## config.mk

```make
export PLATFORM = sky130hd
export DESIGN_NAME = cn_nonce_scheduler
export DESIGN_NICKNAME = d
export VERILOG_FILES = /design/src/rtl/cn_nonce_scheduler.sv
export SDC_FILE = /design/constraint.sdc
export NUM_CORES = 1
export LEC_CHECK = 0
export ABC_AREA = 0
export CORE_UTILIZATION = 40
export CTS_CLUSTER_SIZE = 14
export DETAILED_ROUTE_END_ITERATION = 16
export HOLD_SLACK_MARGIN = 0.12
export SLEW_MARGIN = 10
export SYNTH_ARGS = -nofsm -noshare
export SYNTH_HDL_FRONTEND = slang
export SYNTH_SLANG_ARGS = --single-unit
```

## constraint.sdc

```tcl
create_clock -name clk -period 12.3 [get_ports clk]
set_clock_uncertainty 0.1 [all_clocks]
set_input_delay 1.23 -clock clk [delete_from_list [all_inputs] [get_ports clk]]
set_output_delay 1.23 -clock clk [all_outputs]
set_load 0.1 [all_outputs]
```

## src/rtl/cn_nonce_scheduler.sv

```systemverilog
// Nonce work scheduler: issues a nonce range into pre_CN under a credit limit,
// tags each job with a slot ID, and restores full nonces from tagged results.
module cn_nonce_scheduler #(
  parameter int unsigned NONCE_WIDTH = 32,
  parameter int unsigned TAG_WIDTH   = 3
) (
  input  logic                   clk,
  input  logic                   rstn,
  input  logic                   i_start,
  input  logic                   i_abort,
  input  logic [NONCE_WIDTH-1:0] i_nonce_base,
  input  logic [NONCE_WIDTH-1:0] i_nonce_count,
  input  logic [TAG_WIDTH:0]     i_max_inflight,
  output logic                   o_busy,
  output logic                   o_done,
  output logic                   o_err,
  output logic                   o_valid,
  output logic [NONCE_WIDTH-1:0] o_nonce,
  output logic [TAG_WIDTH-1:0]   o_tag,
  input  logic                   i_ready,
  input  logic                   i_res_valid,
  input  logic [TAG_WIDTH-1:0]   i_res_tag,
  output logic                   o_res_ready,
  output logic                   o_out_valid,
  output logic [NONCE_WIDTH-1:0] o_out_nonce,
  input  logic                   i_out_ready
);

  localparam int unsigned SLOTS = 1 << TAG_WIDTH;
  localparam int unsigned CW    = TAG_WIDTH + 1;

  typedef enum logic [1:0] {S_IDLE, S_ISSUE, S_DRAIN, S_DONE} state_e;

  state_e                 state_q, state_d;
  logic [NONCE_WIDTH-1:0] base_q, base_d;
  logic [NONCE_WIDTH-1:0] count_q, count_d;
  logic [NONCE_WIDTH-1:0] issued_q, issued_d;
  logic [CW-1:0]          limit_q, limit_d;
  logic [CW-1:0]          inflight_q, inflight_d;
  logic [SLOTS-1:0]       slot_busy_q, slot_busy_d;
  logic                   abort_q, abort_d;
  logic                   valid_q, valid_d;
  logic [NONCE_WIDTH-1:0] nonce_q, nonce_d;
  logic [TAG_WIDTH-1:0]   tag_q, tag_d;
  logic                   out_valid_q, out_valid_d;
  logic [NONCE_WIDTH-1:0] out_nonce_q, out_nonce_d;
  logic                   err_q, err_d;
  logic                   busy_q, busy_d;
  logic                   done_q, done_d;
  logic [NONCE_WIDTH-1:0] table_q [SLOTS];

  logic                   free_found;
  logic [TAG_WIDTH-1:0]   free_tag;
  logic                   issue_hs, res_ready_c, res_fire, res_hit, abort_any;
  logic [NONCE_WIDTH-1:0] issued_nx;
  logic [CW-1:0]          limit_c;

  // Lowest-index free slot from the registered bitmap
  always_comb begin
    free_found = 1'b0;
    free_tag   = '0;
    for (int unsigned i = 0; i < SLOTS; i++) begin
      if (!slot_busy_q[TAG_WIDTH'(i)] && !free_found) begin
        free_found = 1'b1;
        free_tag   = TAG_WIDTH'(i);
      end
    end
  end

  assign issue_hs    = valid_q & i_ready;
  assign res_ready_c = ~out_valid_q | i_out_ready;
  assign res_fire    = i_res_valid & res_ready_c;
  assign res_hit     = res_fire & slot_busy_q[i_res_tag];
  assign issued_nx   = issued_q + NONCE_WIDTH'(issue_hs);
  assign abort_any   = abort_q | i_abort;
  assign limit_c     = ((i_max_inflight == '0) || (i_max_inflight > CW'(SLOTS)))
                       ? CW'(SLOTS) : i_max_inflight;

  // Next-state, issue offer and result restore logic
  always_comb begin
    state_d     = state_q;
    base_d      = base_q;
    count_d     = count_q;
    issued_d    = issued_q;
    limit_d     = limit_q;
    inflight_d  = inflight_q + CW'(issue_hs) - CW'(res_hit);
    slot_busy_d = slot_busy_q;
    abort_d     = abort_q;
    valid_d     = valid_q;
    nonce_d     = nonce_q;
    tag_d       = tag_q;
    out_valid_d = out_valid_q;
    out_nonce_d = out_nonce_q;
    err_d       = err_q;

    if (res_hit) slot_busy_d[i_res_tag] = 1'b0;
    if (issue_hs) begin
      slot_busy_d[tag_q] = 1'b1;
      valid_d            = 1'b0;
      issued_d           = issued_nx;
    end

    if (res_hit) begin
      out_valid_d = 1'b1;
      out_nonce_d = table_q[i_res_tag];
    end else if (i_out_ready) begin
      out_valid_d = 1'b0;
    end

    unique case (state_q)
      S_IDLE: begin
        if (i_start) begin
          base_d   = i_nonce_base;
          count_d  = i_nonce_count;
          limit_d  = limit_c;
          issued_d = '0;
          abort_d  = 1'b0;
          err_d    = 1'b0;
          state_d  = (i_nonce_count == '0) ? S_DRAIN : S_ISSUE;
        end
      end
      S_ISSUE: begin
        abort_d = abort_any;
        if (!valid_q && !abort_any && (issued_q < count_q) &&
            (inflight_q < limit_q) && free_found) begin
          valid_d = 1'b1;
          nonce_d = base_q + issued_q;
          tag_d   = free_tag;
        end
        // A pending offer always completes its handshake before leaving
        if (!valid_d && (abort_any || (issued_nx == count_q))) state_d = S_DRAIN;
      end
      S_DRAIN: begin
        abort_d = 1'b0;
        if ((inflight_q == '0) && !out_valid_q) state_d = S_DONE;
      end
      S_DONE: state_d = S_IDLE;
      default: state_d = S_IDLE;
    endcase

    // Result on a tag that is not outstanding is consumed and flagged
    if (res_fire && !slot_busy_q[i_res_tag]) err_d = 1'b1;

    busy_d = (state_d == S_ISSUE) || (state_d == S_DRAIN);
    done_d = (state_d == S_DONE);
  end

  // Control and output registers
  always_ff @(posedge clk or negedge rstn) begin
    if (!rstn) begin
      state_q     <= S_IDLE;
      base_q      <= '0;
      count_q     <= '0;
      issued_q    <= '0;
      limit_q     <= '0;
      inflight_q  <= '0;
      slot_busy_q <= '0;
      abort_q     <= 1'b0;
      valid_q     <= 1'b0;
      nonce_q     <= '0;
      tag_q       <= '0;
      out_valid_q <= 1'b0;
      out_nonce_q <= '0;
      err_q       <= 1'b0;
      busy_q      <= 1'b0;
      done_q      <= 1'b0;
    end else begin
      state_q     <= state_d;
      base_q      <= base_d;
      count_q     <= count_d;
      issued_q    <= issued_d;
      limit_q     <= limit_d;
      inflight_q  <= inflight_d;
      slot_busy_q <= slot_busy_d;
      abort_q     <= abort_d;
      valid_q     <= valid_d;
      nonce_q     <= nonce_d;
      tag_q       <= tag_d;
      out_valid_q <= out_valid_d;
      out_nonce_q <= out_nonce_d;
      err_q       <= err_d;
      busy_q      <= busy_d;
      done_q      <= done_d;
    end
  end

  // Slot nonce table, written on issue handshake (contents need no reset)
  always_ff @(posedge clk) begin
    if (issue_hs) table_q[tag_q] <= nonce_q;
  end

  assign o_busy      = busy_q;
  assign o_done      = done_q;
  assign o_err       = err_q;
  assign o_valid     = valid_q;
  assign o_nonce     = nonce_q;
  assign o_tag       = tag_q;
  assign o_res_ready = res_ready_c;
  assign o_out_valid = out_valid_q;
  assign o_out_nonce = out_nonce_q;

endmodule

```

==> results, run 1 <==
- The number of stages on the worst hold path is 2.
- Summing internal, switching and leakage power gives 5680 µW.
- The register-to-register path setup slack is about 7800 ps.
- The number of flops mapped to enable cells by yosys is 256.
- A synthesized cell averages 12.1 µm².
- The final count of hold timing violations is 0.
- The number of clock sinks seen by CTS is 443.
- Combinational logic is responsible for 35.3% of the overall power.
- Input and output buffers added on the ports amount to 150.
- The pin count of the biggest net entering global routing is 85.
- The power density over the cells is 238 nW/µm².
- After clock tree synthesis, the flow added hold-fix buffers numbering 0.
- The via count of the first global-routing pass was approximately 13000.
- The end of the worst register-to-register path is o_busy$_DFF_PN0_.
- The final max-slew violation count is 0.
- The post-detailed-route wirelength per cell is 20.7 µm.
- The number of vias per cell is between 5 and 6.
- The leakage component of the power is around 0.009 µW.
- The cell at the root of the clock tree is sky130_fd_sc_hd__clkbuf_16.
- Setup repair after global routing left no endpoint under its margin.
- The first-pass detailed-route iteration total is 5.
- The launching point of the worst reg2reg path is o_valid$_DFF_PN0_.
- The number of antenna violations at the first check in global routing is 0.
- The register bit total from synthesis is 443.
- The pin slew with the least headroom to its limit is 1120 ps.
- The sequential cells in the finished layout cover a total of 12400 µm².
- The worst pin sits at a relative slew slack of around 25%.
- Measured in cells, the most critical reg-to-reg path has a length of 12.
- In this run the deepest clock path goes through 3 buffers.
- The number of cell rows is 81.
- The total number of yosys warnings is 0.
- In the routed design, unresolved DRC markers number 0.
- The end point of the most critical hold path is base_q[19]$_DFFE_PN0P_.
- The number of buffers created by CTS is 47.
- The cell area after synthesis is 20100 µm².
- The critical path required time is approximately 13000 ps.
- The number of antenna diodes is 0.
- Compared with the post-synthesis result, the final layout area differs by 18.8%.
- The maximum frequency from static timing analysis is 194 MHz.
- The accumulated negative setup slack is 0 ps.
- The worst setup path is of the primary input to register kind.
- The worst setup path is captured at a register.
- The net count of the finished layout is 1952.
- The share of total power consumed by net switching is 41.0%.
- The H-tree was split into 2 levels.
- The core area is 49300 µm².
- The minimum clock period is 5150 ps.
- The starting density of the core is 40.8%.
- In this run the post-CTS setup repair buffer count came out at 0.
- The count of nets left with antenna violations after detail routing is 0.
- In this run, flip-flops and latches consume 40.0% of the power.
- In the finished design, the share of the clock period the worst path needs comes to 41.9%.
- The synthesized instance count is ~1700.
- The synthesized netlist net count is 1812.
- The fraction of power consumed by the clock network is 24.7%.
- The die area is slightly above 50000 µm².
- Data arrives at the worst endpoint at 5510 ps.
- After synthesis, the share of flip-flops with an asynchronous set or reset is 42.2%.
- The combined area of the multi-input logic cells is 7240 µm².
- Setup violations remaining at the end of the flow were counted as 0.
- The min-delay analysis places its worst path in the category register to register.
- For this run, the total global-route usage over all layers was measured as 20.6%.
- The flow ran to the end, and the final reports show no timing, DRC or antenna violations.
- The maximum vdd ir drop is 109 µV.
- The total routed wirelength is between 50000 and 60000 µm.
- The first global-routing pass estimated 79700 µm of wire.
- The number of distinct library cell variants in the gate-level netlist after synthesis is 72.
- Global routing finished with a remaining overflow of 0.
- The CTS tree is yes.
- The number of max-capacitance violations reported is 0.
- The overall die height is 226 µm.
- The internal power component is 3350 µW.
- At the end of routability-driven placement, the weighted congestion stood at between 0.8 and 0.9.
- Measured along the x axis, the die boundary spans 226 µm.
- Once detailed placement completed, the half-perimeter wirelength came to 33600 µm.
- The highest fanout seen on the critical path is 13.
- The sort of element at the start of the critical path is a primary input.
- The clock-pin slew on the worst setup and hold paths is 60 ps.
- The filler cell count is 4470.
- The share of synthesized area occupied by flip-flops and latches is 61.5%.
- The predominant post-synthesis flop cell is sky130_fd_sc_hd__edfxtp_1.
- At the later pin of the worst-skew pair, clock insertion delay measures 580 ps.
- Of the cells placed in the final design, the portion with a size suffix greater than 1 is 8.35%.
- The number of gates given a new drive strength after cts is 0.
- Pin placement for this block handled 151 I/O pins.
- The first routing iteration left 873 violations.
- In this run the power spent charging and discharging nets is 2330 µW.
- The worst hold path begins at base_q[19]$_DFFE_PN0P_.
- The routed layout has 13700 vias.
power groups by stage:
stage	Sequential (µW)	Clock [µW]	Combinational, µW
final	2270	1400	2000
after CTS	2270	1440	2020
after floorplan	2970	0	715
after global routing	2310	1490	2140
after detailed placement	2300	0	2010
after global placement	2280	0	1990
sequential cells by signal, summed over array words and instances (netlist names), 2 cells and up:
name / count
table_q: 256
base_q: 32
count_q: 32
issued_q: 32
o_nonce: 32
o_out_nonce: 32
slot_busy_q: 8
inflight_q: 4
limit_q: 4
o_tag: 3
state_q: 2
how the worst max path moves through the flow:
stage,start,to,slack [ps],cells after the start
5_1_grt,i_ready,o_busy$_DFF_PN0_,6850,13
4_1_cts,i_ready,o_busy$_DFF_PN0_,7140,13
2_1_floorplan,i_ready,table_q[0][0]$_DFFE_PP_,6640,5
3_3_place_gp,i_ready,o_busy$_DFF_PN0_,6610,13
6_report,i_ready,o_busy$_DFF_PN0_,7150,13
3_5_place_dp,i_ready,o_busy$_DFF_PN0_,6540,13
worst max-delay path, stage by stage:
cell                              delay [ps]
sky130_fd_sc_hd__clkdlybuf4s50_1         510
sky130_fd_sc_hd__and2_1                  410
sky130_fd_sc_hd__ha_1                    280
sky130_fd_sc_hd__and4_4                  250
sky130_fd_sc_hd__nand4_2                 360
sky130_fd_sc_hd__nor4_4                  550
sky130_fd_sc_hd__nand3_1                 130
sky130_fd_sc_hd__a221oi_1                360
sky130_fd_sc_hd__nand4_1                 130
sky130_fd_sc_hd__o41a_1                  500
sky130_fd_sc_hd__o311ai_0                360
sky130_fd_sc_hd__nand2_1                 130
sky130_fd_sc_hd__ha_1                    310
Yosys cell counts, types with 5 or more instances:
library cell / instances / area share, %
sky130_fd_sc_hd__xor2_1: 27 / 1.2
sky130_fd_sc_hd__o21a_1: 5 / 0.19
sky130_fd_sc_hd__dfrtp_1: 187 / 23
sky130_fd_sc_hd__a31oi_1: 45 / 1.4
sky130_fd_sc_hd__nand4_1: 21 / 0.65
sky130_fd_sc_hd__o21ai_0: 69 / 1.7
sky130_fd_sc_hd__nand2b_1: 12 / 0.37
sky130_fd_sc_hd__and3_1: 10 / 0.31
sky130_fd_sc_hd__a21o_1: 28 / 1.0
sky130_fd_sc_hd__edfxtp_1: 256 / 38
sky130_fd_sc_hd__a22o_1: 65 / 2.8
sky130_fd_sc_hd__and2_1: 5 / 0.16
sky130_fd_sc_hd__nand2_1: 209 / 3.9
sky130_fd_sc_hd__nor2b_1: 9 / 0.28
sky130_fd_sc_hd__clkbuf_1: 67 / 1.3
sky130_fd_sc_hd__nor4_1: 15 / 0.47
sky130_fd_sc_hd__ha_1: 76 / 4.7
sky130_fd_sc_hd__buf_4: 7 / 0.26
sky130_fd_sc_hd__nor3_1: 31 / 0.77
sky130_fd_sc_hd__a211oi_1: 8 / 0.30
sky130_fd_sc_hd__a22oi_1: 7 / 0.26
sky130_fd_sc_hd__inv_1: 61 / 1.1
sky130_fd_sc_hd__or3_1: 10 / 0.31
sky130_fd_sc_hd__buf_2: 5 / 0.12
sky130_fd_sc_hd__a21oi_1: 52 / 1.3
sky130_fd_sc_hd__xnor2_1: 66 / 2.9
sky130_fd_sc_hd__and4_1: 5 / 0.22
sky130_fd_sc_hd__nor2_1: 100 / 1.9
sky130_fd_sc_hd__mux2_2: 28 / 1.6
sky130_fd_sc_hd__a221oi_1: 68 / 3.0
sky130_fd_sc_hd__nand3_1: 32 / 0.80
placed cells by master, fill, tap and decap left out, types with 32 or more instances in the layout:
cell type / n
sky130_fd_sc_hd__nor2_1: 94
sky130_fd_sc_hd__nand3_1: 32
sky130_fd_sc_hd__clkbuf_16: 48
sky130_fd_sc_hd__xnor2_1: 66
sky130_fd_sc_hd__a21oi_1: 52
sky130_fd_sc_hd__o21ai_0: 69
sky130_fd_sc_hd__a221oi_1: 68
sky130_fd_sc_hd__ha_1: 76
sky130_fd_sc_hd__edfxtp_1: 256
sky130_fd_sc_hd__inv_1: 61
sky130_fd_sc_hd__clkdlybuf4s50_1: 149
sky130_fd_sc_hd__nand2_1: 209
sky130_fd_sc_hd__dfrtp_1: 187
sky130_fd_sc_hd__a31oi_1: 45
sky130_fd_sc_hd__a22o_1: 65
final cells by class:
type	count	share of cell area, %
sequential	443	51.8
multi-input combinational	1070	30.3
timing repair buffer	172	6.99
clock buffer	69	5.65
tap	664	3.48
inverter	62	0.974
clock inverter	17	0.812
layer usage:
metal  GRT usage (%)  up-vias  wire length [µm]
li1                -     6465                 -
met1            28.2     6752             23600
met2            33.6      380             24500
met3            2.91       91              2420
met4            6.47        0              1320
met5               0        -                 0
per-stage QoR:
stage / area (µm²) / setup slack [ps] / std cells / hold slack [ps] / util (%)
global placement: 22300 / 6610 / 2411 / 373 / 45.4
global route: 23900 / 6850 / 2497 / 406 / 48.5
finish: 23900 / 7150 / 2497 / 383 / 48.5
detailed placement: 22300 / 6540 / 2411 / 372 / 45.4
CTS: 23900 / 7140 / 2497 / 389 / 48.5
floorplan: 20100 / 6640 / 1656 / 351 / -
kinds of logic after synthesis:
logic type / synth area share (%)
simple gates: 11.4
buf+inv: 2.87
flops: 61.5
compound gates: 13.6
xor+xnor: 4.05
mux: 1.67
fa+ha+maj: 4.93
Power figures use the tool's default switching activity.
==> run 2, diff against run 1 <==
==> constraint.sdc (replaced) <==
create_clock -name clk -period 5.4 [get_ports clk]
set_clock_uncertainty 0.1 [all_clocks]
set_input_delay 0.54 -clock clk [delete_from_list [all_inputs] [get_ports clk]]
set_output_delay 0.54 -clock clk [all_outputs]
set_load 0.1 [all_outputs]
==> run 2 against run 1 <==
Compared with the run above:
- combinational power increased by 130%
- critical endpoint unchanged
- sequential power increased by 130%
- clock-buffer cell count decreased by 11
- power increased by 130%
- cell count increased by 0.20%
- cell area about the same
- critical path type unchanged
- register-to-register slack got worse by 6700 ps
- routed wire length increased by 2.3%
- largest power group unchanged
- non-clock buffer count increased by 5
- flip-flop and latch count unchanged
- core utilization about the same
==> results, run 2 (synthesized netlist as in run 1, its figures left out) <==
- The final critical path takes up 79.6% of the cycle.
- The first-pass detailed-route iteration total came to 7 (+2).
- The number of buffers inserted to repair setup after CTS is 0 (unchanged).
- The setup violation total in the final timing report came to 0 (unchanged).
- The number of clock sinks seen by CTS is 443 (unchanged).
- TritonCTS built the clock tree.
- The number of antenna violations at the first check in global routing is 0 (unchanged).
- The count of nets left with antenna violations after detail routing is 0 (unchanged).
- The clock-pin slew on the worst setup and hold paths is 60 ps (about the same).
- The largest register by flop count is table_q.
- The critical path required time is 5770 ps (-6890 ps).
- The number of max-capacitance violations reported is 0 (unchanged).
- The number of input and output port buffers inserted is 150 (unchanged).
- The number of buffers created by CTS is 46 (-2.1%).
- The remaining routing DRC violations is 0 (unchanged).
- The worst setup path is launched from a primary input.
- The post-detailed-route wirelength per cell is 21.2 µm (+2.1%).
- The total routing resource utilization after global routing is 20.9% (+0.39 points).
- The cts-stage hold buffer count was 1 (+1).
- The initial DRC count is 945 (+8.2%).
- The maximum clock insertion buffer count was 3 (unchanged).
- Setup repair after global routing left no endpoint under its margin.
- The filler cell count is 4455 (-0.34%).
- The number of antenna diodes is 0 (unchanged).
- The number of vias per cell is 5.47 (-0.29%).
- The horizontal die dimension came to 226 µm (unchanged).
- Static timing analysis puts the maximum clock frequency at around 230 MHz.
- The pin count of the biggest net entering global routing was 93 (+9.4%).
- The highest fanout seen on the critical path is 9 (-4).
- The global-route wire length before repair is 80700 µm (+1.2%).
- The pin slew with the least headroom to its limit came to 1080 ps (-41.2 ps).
- The library cell used most frequently in the layout, excluding fill and tap cells, is sky130_fd_sc_hd__edfxtp_1.
- The starting density of the core is 40.8% (unchanged).
- The CTS H-tree depth was 2 (unchanged).
- The cell at the root of the clock tree is sky130_fd_sc_hd__clkbuf_16.
- The critical path arrival is 4670 ps (-840 ps).
- The estimated wirelength of the detail-placed design is 34000 µm (+1.3%).
- The number of gates given a new drive strength after cts was 0 (unchanged).
- The die area is 51200 µm² (unchanged).
- The tightest min-delay check is of the primary input to register type.
- The final count of hold timing violations was 0 (unchanged).
- The worst setup path is captured at a register.
- In the layout the commonest cells are 256 x sky130_fd_sc_hd__edfxtp_1, 209 x sky130_fd_sc_hd__nand2_1, 187 x sky130_fd_sc_hd__dfrtp_1, 149 x sky130_fd_sc_hd__clkdlybuf4s50_1, 94 x sky130_fd_sc_hd__nor2_1.
- The core area is 49300 µm² (unchanged).
- The via count of the first global-routing pass was 13600 (+1.4%).
- The global-route congestion overflow total is 0 (unchanged).
- The type of the worst setup path is primary input to register.
- The headroom to the max-slew limit is 28.0% (+2.7 points).
- The number of I/O pins is 151 (unchanged).
- The maximum vdd ir drop was 225 µV (+110%).
- The routed design could run at a clock period as short as roughly 4300 ps.
- The number of cell rows is 81 (unchanged).
- The number of vias after detailed routing came to 13700 (-0.095%).
- The weighted congestion at the end of routability-driven global placement was 0.910 (+3.4%).
- The number of non-filler instances in the completed layout is 2502 (+0.20%).
- The total routed wirelength came to 52900 µm (+2.3%).
- The flow ran to the end, and the final reports show no timing, DRC or antenna violations.
- The cell total after placement came to 2415 (+0.17%).
- The area growth from synthesis to layout is 18.8% (about the same).
- The net count of the finished layout came to 1956 (+0.20%).
- The leakage component of the power is 0.00921 µW (about the same).
- The power density over the cells is 539 nW/µm² (+130%).
- The final max-slew violation count is 0 (unchanged).
- The overall die height is 226 µm (unchanged).
- The flip-flop count of the largest register, all copies and words added is 256 (unchanged).
- The worst-skew pair later-pin latency is 590 ps (about the same).
- The accumulated negative setup slack came to 0 ps (unchanged).
- The fraction of final layout cells sized beyond drive strength 1 was 8.60% (+0.25 points).
[run 2: cell types whose count changed in the layout (fill, tap and decap cells not counted)]
cell	delta
sky130_fd_sc_hd__nor4_4	+1
sky130_fd_sc_hd__clkinv_1	+6
sky130_fd_sc_hd__dlygate4sd3_1	+1
sky130_fd_sc_hd__inv_6	+1
sky130_fd_sc_hd__clkinvlp_4	+3
sky130_fd_sc_hd__buf_4	+4
sky130_fd_sc_hd__nor4_2	-1
sky130_fd_sc_hd__clkinv_2	+1
sky130_fd_sc_hd__clkbuf_16	-2
sky130_fd_sc_hd__clkbuf_8	-2
sky130_fd_sc_hd__clkbuf_1	-7
[run 2: final timing paths]
kind / from / end / slack (ps) / cells past startpoint
setup / recovery: i_ready / o_busy$_DFF_PN0_ / 1100 / 14
hold / removal: i_nonce_base[21] / base_q[21]$_DFFE_PN0P_ / 380 / 3
setup reg to reg: o_valid$_DFF_PN0_ / o_busy$_DFF_PN0_ / 1110 / 13
hold reg to reg: base_q[22]$_DFFE_PN0P_ / base_q[22]$_DFFE_PN0P_ / 380 / 2
max in group asynchronous: rstn / issued_q[9]$_DFF_PN0_ / 3440 / 3
min in group asynchronous: rstn / o_out_nonce[2]$_DFFE_PN0P_ / 440 / 2
[run 2: cell type report]
| type | count | area (µm²) | share of cell area, % |
|---|---|---|---|
| flip-flops and latches | 443 | 12400 | 51.8 |
| repair buffers | 177 | 1710 | 7.16 |
| well taps | 664 | 831 | 3.48 |
| multi-input cells | 1070 | 7250 | 30.3 |
| clock buffers | 58 | 1250 | 5.22 |
| inverters | 62 | 233 | 0.974 |
| clock inverters | 28 | 253 | 1.06 |
[run 2: report_power, final]
| part | internal (µW) | switching, µW |
|---|---|---|
| Clock | 1790 | 1340 |
| Combinational | 1310 | 3270 |
| Sequential | 4440 | 726 |
[run 2: through the flow]
stage	hold WS [ps]	worst slack [ps]	total power, µW	util, %	area, µm²
floorplan	144	797	8400	-	20100
global placement	368	614	9760	45.4	22400
CTS	344	1100	13000	48.5	23900
finish	376	1100	12900	48.5	23900
global route	373	786	13500	48.5	23900
detailed placement	371	486	9840	45.4	22400
[run 2: worst max-delay path, cell delays in order]
cell                              delay, ps
sky130_fd_sc_hd__clkdlybuf4s50_1        490
sky130_fd_sc_hd__and2_1                 230
sky130_fd_sc_hd__ha_1                   240
sky130_fd_sc_hd__ha_1                   270
sky130_fd_sc_hd__nand4_2                170
sky130_fd_sc_hd__or3_1                  610
sky130_fd_sc_hd__nor3_4                 310
sky130_fd_sc_hd__nand3_1                120
sky130_fd_sc_hd__xnor2_1                180
sky130_fd_sc_hd__o2111ai_1              150
sky130_fd_sc_hd__o41a_1                 500
sky130_fd_sc_hd__o311ai_0               410
sky130_fd_sc_hd__nand2_1                130
sky130_fd_sc_hd__ha_1                   320
[run 2: per-layer routing]
layer / part of all wire, % / global-route usage, % / vias up / routed length [µm]
met5: 0 / 0 / - / 0
met4: 2.1 / 6.19 / 0 / 1130
met3: 4.8 / 2.80 / 71 / 2520
met2: 48 / 34.9 / 339 / 25300
met1: 45 / 28.4 / 6801 / 24000
li1: - / - / 6464 / -
